==> src/rtl/door_lock_seq.sv <==
// door_lock_seq: keypad door lock with failed-attempt lockout and in-field code reprogramming.
// Outputs are registered from the next state, so each outcome shows in the cycle after its accepting edge.
module door_lock_seq #(
  parameter int KEY_W       = 8,
  parameter int CODE_LEN    = 4,
  parameter int MAX_TRIES   = 3,
  parameter int UNLOCK_CYC  = 8,
  parameter int LOCKOUT_CYC = 16,
  parameter logic [KEY_W*CODE_LEN-1:0] DEFAULT_CODE = {8'h12, 8'h34, 8'h56, 8'h78}
) (
  input  logic                           clk,
  input  logic                           rst,
  input  logic [KEY_W-1:0]               key,
  input  logic                           key_valid,
  input  logic                           prog,
  output logic                           locked,
  output logic                           unlocked,
  output logic                           error,
  output logic                           lockout,
  output logic [$clog2(MAX_TRIES+1)-1:0] fail_cnt
);
  localparam int IW = CODE_LEN > 1 ? $clog2(CODE_LEN) : 1;
  localparam int FW = $clog2(MAX_TRIES + 1);
  localparam int TM = UNLOCK_CYC > LOCKOUT_CYC ? UNLOCK_CYC : LOCKOUT_CYC;
  localparam int TW = TM > 1 ? $clog2(TM) : 1;
  localparam logic [2:0] S_LOCKED   = 3'd0;
  localparam logic [2:0] S_ENTRY    = 3'd1;
  localparam logic [2:0] S_UNLOCKED = 3'd2;
  localparam logic [2:0] S_PROGRAM  = 3'd3;
  localparam logic [2:0] S_LOCKOUT  = 3'd4;

  logic [2:0]       r_state, w_state;
  logic [IW-1:0]    r_idx, w_idx;
  logic             r_mis, w_mis;
  logic [TW-1:0]    r_timer, w_timer;
  logic [FW-1:0]    r_fail, w_fail, w_fail_inc;
  logic [KEY_W-1:0] r_code [CODE_LEN];
  logic [KEY_W-1:0] r_shadow [CODE_LEN];
  logic             r_locked, r_unlocked, r_error, r_lockout;
  logic             w_err, w_last, w_bad, w_sh_we, w_commit, w_open;

  assign w_last     = r_idx == IW'(CODE_LEN - 1);
  assign w_bad      = r_mis | (key != r_code[r_idx]);
  assign w_fail_inc = r_fail == FW'(MAX_TRIES) ? r_fail : r_fail + 1'b1;
  assign w_open     = w_state == S_UNLOCKED || w_state == S_PROGRAM;

  always_comb begin
    w_state  = r_state;
    w_idx    = r_idx;
    w_mis    = r_mis;
    w_timer  = r_timer;
    w_fail   = r_fail;
    w_err    = 1'b0;
    w_sh_we  = 1'b0;
    w_commit = 1'b0;
    case (r_state)
      S_LOCKED, S_ENTRY: if (key_valid) begin
        if (w_last) begin
          w_idx = '0;
          w_mis = 1'b0;
          if (w_bad) begin
            w_err   = 1'b1;
            w_fail  = w_fail_inc;
            w_state = w_fail_inc == FW'(MAX_TRIES) ? S_LOCKOUT : S_LOCKED;
            w_timer = TW'(LOCKOUT_CYC - 1);
          end else begin
            w_fail  = '0;
            w_state = S_UNLOCKED;
            w_timer = TW'(UNLOCK_CYC - 1);
          end
        end else begin
          w_idx   = r_idx + 1'b1;
          w_mis   = w_bad;
          w_state = S_ENTRY;
        end
      end
      S_UNLOCKED: begin
        if (key_valid && prog) w_state = S_PROGRAM;
        else if (r_timer == '0) w_state = S_LOCKED;
        else w_timer = r_timer - 1'b1;
      end
      // The final digit bypasses the shadow and lands with the rest in one commit.
      S_PROGRAM: if (key_valid) begin
        w_sh_we  = 1'b1;
        w_commit = w_last;
        w_idx    = w_last ? '0 : r_idx + 1'b1;
        w_state  = w_last ? S_LOCKED : S_PROGRAM;
      end
      S_LOCKOUT: begin
        if (r_timer == '0) begin
          w_state = S_LOCKED;
          w_fail  = '0;
        end else w_timer = r_timer - 1'b1;
      end
      default: w_state = S_LOCKED;
    endcase
  end

  always_ff @(posedge clk) begin
    if (!rst) begin
      r_state    <= S_LOCKED;
      r_idx      <= '0;
      r_mis      <= 1'b0;
      r_timer    <= '0;
      r_fail     <= '0;
      r_locked   <= 1'b1;
      r_unlocked <= 1'b0;
      r_error    <= 1'b0;
      r_lockout  <= 1'b0;
      for (int i = 0; i < CODE_LEN; i++) begin
        r_code[i]   <= DEFAULT_CODE[KEY_W*(CODE_LEN-1-i) +: KEY_W];
        r_shadow[i] <= '0;
      end
    end else begin
      r_state    <= w_state;
      r_idx      <= w_idx;
      r_mis      <= w_mis;
      r_timer    <= w_timer;
      r_fail     <= w_fail;
      r_locked   <= !w_open;
      r_unlocked <= w_open;
      r_error    <= w_err;
      r_lockout  <= w_state == S_LOCKOUT;
      if (w_sh_we) r_shadow[r_idx] <= key;
      if (w_commit)
        for (int i = 0; i < CODE_LEN; i++) r_code[i] <= i == CODE_LEN - 1 ? key : r_shadow[i];
    end
  end

  assign locked   = r_locked;
  assign unlocked = r_unlocked;
  assign error    = r_error;
  assign lockout  = r_lockout;
  assign fail_cnt = r_fail;
endmodule

==> config.mk <==
export PLATFORM = sky130hd
export DESIGN_NAME = door_lock_seq
export DESIGN_NICKNAME = d
export VERILOG_FILES = /design/src/rtl/door_lock_seq.sv
export SDC_FILE = /design/constraint.sdc
export NUM_CORES = 1
export LEC_CHECK = 0
export BUFFER_PORTS_ARGS = -buffer_cell sky130_fd_sc_hd__buf_2
export CAP_MARGIN = 20
export CORE_MARGIN = 10
export CORE_UTILIZATION = 24
export DETAILED_ROUTE_END_ITERATION = 8
export SLEW_MARGIN = 0
export SYNTH_ARGS = -nofsm -noshare
export SYNTH_HDL_FRONTEND = slang
export SYNTH_SLANG_ARGS = --single-unit
==> constraint.sdc <==
create_clock -name clk -period 4.22 [get_ports clk]
set_clock_uncertainty 0.05 [all_clocks]
set_input_delay 0.844 -clock clk [delete_from_list [all_inputs] [get_ports clk]]
set_output_delay 0.844 -clock clk [all_outputs]
set_load 0.01 [all_outputs]
Word-level counts from Yosys, hierarchy flattened
Memory sizes are Yosys's and may differ from the RTL's. A register that Yosys moved wholly into a read port is not among the register bits.
Index checks and enable logic that the tools add are counted.

word-level totals
  RAM bits = 64
  register bits after elaboration = 16
  memories = 2

operators by class
  bitwise operators = 5
  equal/unequal tests = 15
  multiplexer cells = 44
  add/sub/neg operators = 3
  reductions and logical operators = 15

memory list
  name      words  bits a word  read ports  clocked after Yosys merged registers in  write ports  RTL line  text
  r_code    4      8            1           1                                        4            37        logic [KEY_W-1:0] r_code [CODE_LEN];
  r_shadow  4      8            3           0                                        4            38        logic [KEY_W-1:0] r_shadow [CODE_LEN];

operators with widths
  cell                                                                    number
  8-bit 2-to-1 mux                                                        5
  3-bit 2-to-1 mux                                                        7
  2-bit 2-to-1 mux                                                        10
  4-bit 2-to-1 mux                                                        5
  1-bit 2-to-1 mux                                                        14
  3-bit by 2-bit equality test with 1-bit output (second input constant)  4
  3-bit case mux with 4 select lines                                      1
  4-bit case mux with 3 select lines                                      1
  4-bit AND reduction                                                     3
  2-bit != test (second input constant)                                   4
  8-bit != test                                                           1
  8-bit OR reduction                                                      1
  2-bit equality test (second input constant)                             3
  3-bit equality test (second input constant)                             2
  1-bit OR                                                                5
  2-bit by 1-bit adder with 2-bit output (second input constant)          2
  4-bit zero test                                                         1
  2-bit case mux with 2 select lines                                      1
  2-bit AND reduction                                                     2
  4-bit by 1-bit subtractor with 4-bit output (second input constant)     1
  3-bit by 1-bit equality test with 1-bit output (second input constant)  1
  3-bit zero test                                                         1
  3-bit nonzero test                                                      1
  3-bit OR reduction                                                      1
  5 further kinds                                                         5

Longest topological paths before layout
  word-level depth = 11
  gate-level depth with buffers = 8
  depth with buffers taken out = 8

Least setup slack after synthesis
Ideal clock, no wire load.

  kind = input-to-reg
  from = input key_valid
  to = memory r_code[0][0], enable pin
  path buffers = 0
  library setup time = 0.466 ns
  arrival = 3.243 ns
  stages on the path = 2
  data required time = 3.704 ns
  path slack = 0.462 ns
  path through = nand3b_1 o21ai_0

RTL lines
  item                RTL line  text
  start: declaration  14        input logic key_valid,
  end: declaration    37

==> impl_results.md <==
* RSZ-0062 raised after global routing: no
* ANT nets after route at 0
* CP startpoint kind: input pin
* Post-synth top cells: 56 x edfxtp_1, 43 x and2_1, 18 x dfxtp_1
* Worst-Skew Late Latency at approximately 0.33 ns
* Starting DRT DRC Count at 166
* Core ar. at about 13,000 µm²
* Cells taking the most area after synthesis: edfxtp_1 51%, dfxtp_1 11%, and2_1 8.1%, mux2i_1 4.8%, or3_1 2.8%
* TritonCTS buffer count at 9
* Starting Density at roughly 25%
* Yosys warning total at 0
* Dominant cell type by area after synthesis: edfxtp_1
* GRT Total Usage at roughly 7.7%
* Multi-input gate area at about 1200 µm²
* Sequential cell area at between 2000 and 2500 µm²
* Worst Max-Slew Pin Slew at 0.7677 ns
* Critical path cell sequence: buf_2 > clkinv_1 > or3_1 > nor3b_1 > nand2b_1
* PwrDens at between 400 and 500 nW/µm²
* CTS sink cnt at 74
* Number of flops mapped to enable cells by yosys at between 50 and 60
* Netlist cell types at 46
* Vias per inst at about 4.3
* CTS H-Tree Depth at 3
* Max-cap viol count at 0
* Dominant synthesized flop cell: edfxtp_1
* Share of layout cells above drive strength 1 at between 10% and 20%
* Die Y at 137.3 µm
* Hold/Removal Path Class: flip-flop to flip-flop
* Vias at a little under 2,000
* Reg2reg setup slack at between 1 and 1.5 ns
* Cells after synthesis at approximately 250
* Seq cells post-synth at 74
* Crit end category: flip-flop
* Ant. Diodes at 0
* Post-detail-place hpwl at roughly 4.6 mm
* Site Rows at 42
* Leak pwr at roughly 1.3 nW
* Syn nets at roughly 270
* Vias in the first global route at around 2,000
* Gr ovfl total at 0
* Hold buffers post-CTS at 0
* Largest net degree at the start of global routing at 33
* Utilization after layout at 29.02%
* Synthesized area per cell at approximately 13 µm²
* Clock slew at reported path FFs at 0.06 ns
* Sequential share of the synthesized area at about three fifths
* Slowest stage delay, CP at roughly 0.64 ns
* First-pass GRT wire length at around 11 mm
* Fin Setup TNS at 0 ns
* Required time worst endpoint at between 4 and 5 ns
* Layout area overhead at 17.27%
* Die width at 137.3 µm
* Initial antenna violation count at 0
* Slew headroom at 48.69%
* Most frequent cell after synthesis: edfxtp_1
* Setup Viol. Count Final at 0
* IO Count at 18
* Final Critical Period at 3.086 ns
* Wire length per cell at about 15 µm
* Gates resized, CTS repair at 0
* DIE AREA at 18,860 µm²
* Port bufs at 17
* Max Slew Vio Count at 0
* DRT Pass-1 Iters at 4
* Share of the synthesized area in the top cell type at 50.91%
* R2r worst-path depth at 7
* Final Hold Viols at 0
* # fillers at ~1,400
* VDD IR max at around 0.19 mV
* Async set or reset register ratio after synthesis at 0%
* Crit path DAT at between 3 and 4 ns
* Final worst-path cycle share at 73.12%
* Crit-path max FO at 17
* Final GP Congestion at 0.7614
* Status: complete, no violations
* Longest Clk Path Bufs at 2
* Max Clk Rate at between 300 and 400 MHz
* Nets@finish at between 200 and 300
* Setup bufs post-CTS at 0
* Residual DRC at 0
* Kind of critical path: input pin to flip-flop
* Total Wirelength at around 6.7 mm
* CTS tree: built
* Post-Syn Area at around 3300 µm²
* CTS root buf: clkbuf_16
* Hold path cells at 1
* Slowest cell on crit path: or3_1
## layout make-up
type | instances | area share, %
tap | 176 | 5.685
multi-input combinational | 164 | 30.01
sequential | 74 | 52.71
timing repair buffer | 20 | 2.778
clock inverter | 6 | 2.326
clock buffer | 10 | 5.911
inverter | 6 | 0.5814
## cell usage in the layout, fill, tap and decap left out, drive strengths merged, types with 5 or more instances in the layout
cell / instances
a21oi: 6
and2: 43
buf: 20
clkbuf: 10
dfxtp: 18
edfxtp: 56
inv: 6
mux2i: 16
nand2: 7
nand2b: 5
nor2: 10
or3: 15
xnor2: 8
xor2: 8
## critical path: cells and delay by family
family / cells / cell delay [ns]
buffers and inverters: 2 / 0.52
AND/OR/NAND/NOR: 3 / 1.66
## report_power, final
group	switching [mW]	internal (mW)
Combinational	0.0517	0.0318
Clock	0.291	0.519
Sequential	0.0156	0.800
Total	0.358	1.35
## per-stage QoR
| stage | cell area, µm² | setup WS, ns | cells | hold WS [ns] | power [mW] |
|---|---|---|---|---|---|
| detailed placement | 3555 | 0.8032 | 440 | 0.4465 | 0.9163 |
| CTS | 3874 | 1.148 | 456 | 0.4560 | 1.725 |
| finish | 3874 | 1.134 | 456 | 0.4522 | 1.710 |
| floorplan | 3303 | 0.4619 | 254 | 0.3989 | 0.8869 |
| global placement | 3555 | 0.9331 | 440 | 0.4445 | 0.9144 |
| global route | 3874 | 0.8156 | 456 | 0.4629 | 1.770 |
## sequential cells by signal, summed over array words and instances, names as in the netlist, named ones only
register,flops
error,1
fail_cnt,2
locked,1
lockout,1
r_code,32
r_idx,2
r_mis,1
r_shadow,24
r_state,3
r_timer,4
unlocked,1
## metal layers
metal  share of wire (%)  track usage, %  vias up  routed length (µm)
met1                  49           10.81      947                3254
met2                  44           10.51       54                2949
met5                   0               0        -                   0
li1                    -               -      970                   -
met4                 1.3           2.518        0                  90
met3                 5.8           2.768        6                 389
## final timing paths
kind,start,end
worst max-delay path,rst,r_shadow[2][1]$_SDFFCE_PN0P_
worst min register to register,r_shadow[0][1]$_SDFFCE_PN0P_,r_code[0][1]$_SDFFCE_PN1P_
worst max register to register,flip-flop,r_timer[3]$_SDFFE_PN0P_
worst min-delay path,r_shadow[0][1]$_SDFFCE_PN0P_,r_code[0][1]$_SDFFCE_PN1P_
## cell families (layout without fill, tap and decap cells)
| kind of cell | after synthesis | after routing | synth area share [%] |
|---|---|---|---|
| adders and majority gates | 2 | 2 | 0.7575 |
| xor gates and xnor gates | 16 | 16 | 4.243 |
| and+or+nand+nor | 100 | 100 | 17.96 |
| AOI/OAI and AO/OA | 29 | 29 | 6.478 |
| muxes | 17 | 17 | 5.644 |
| buffers and inverters | 16 | 42 | 3.106 |
| DFF | 74 | 74 | 61.82 |
(Power assumes the default switching activity.)
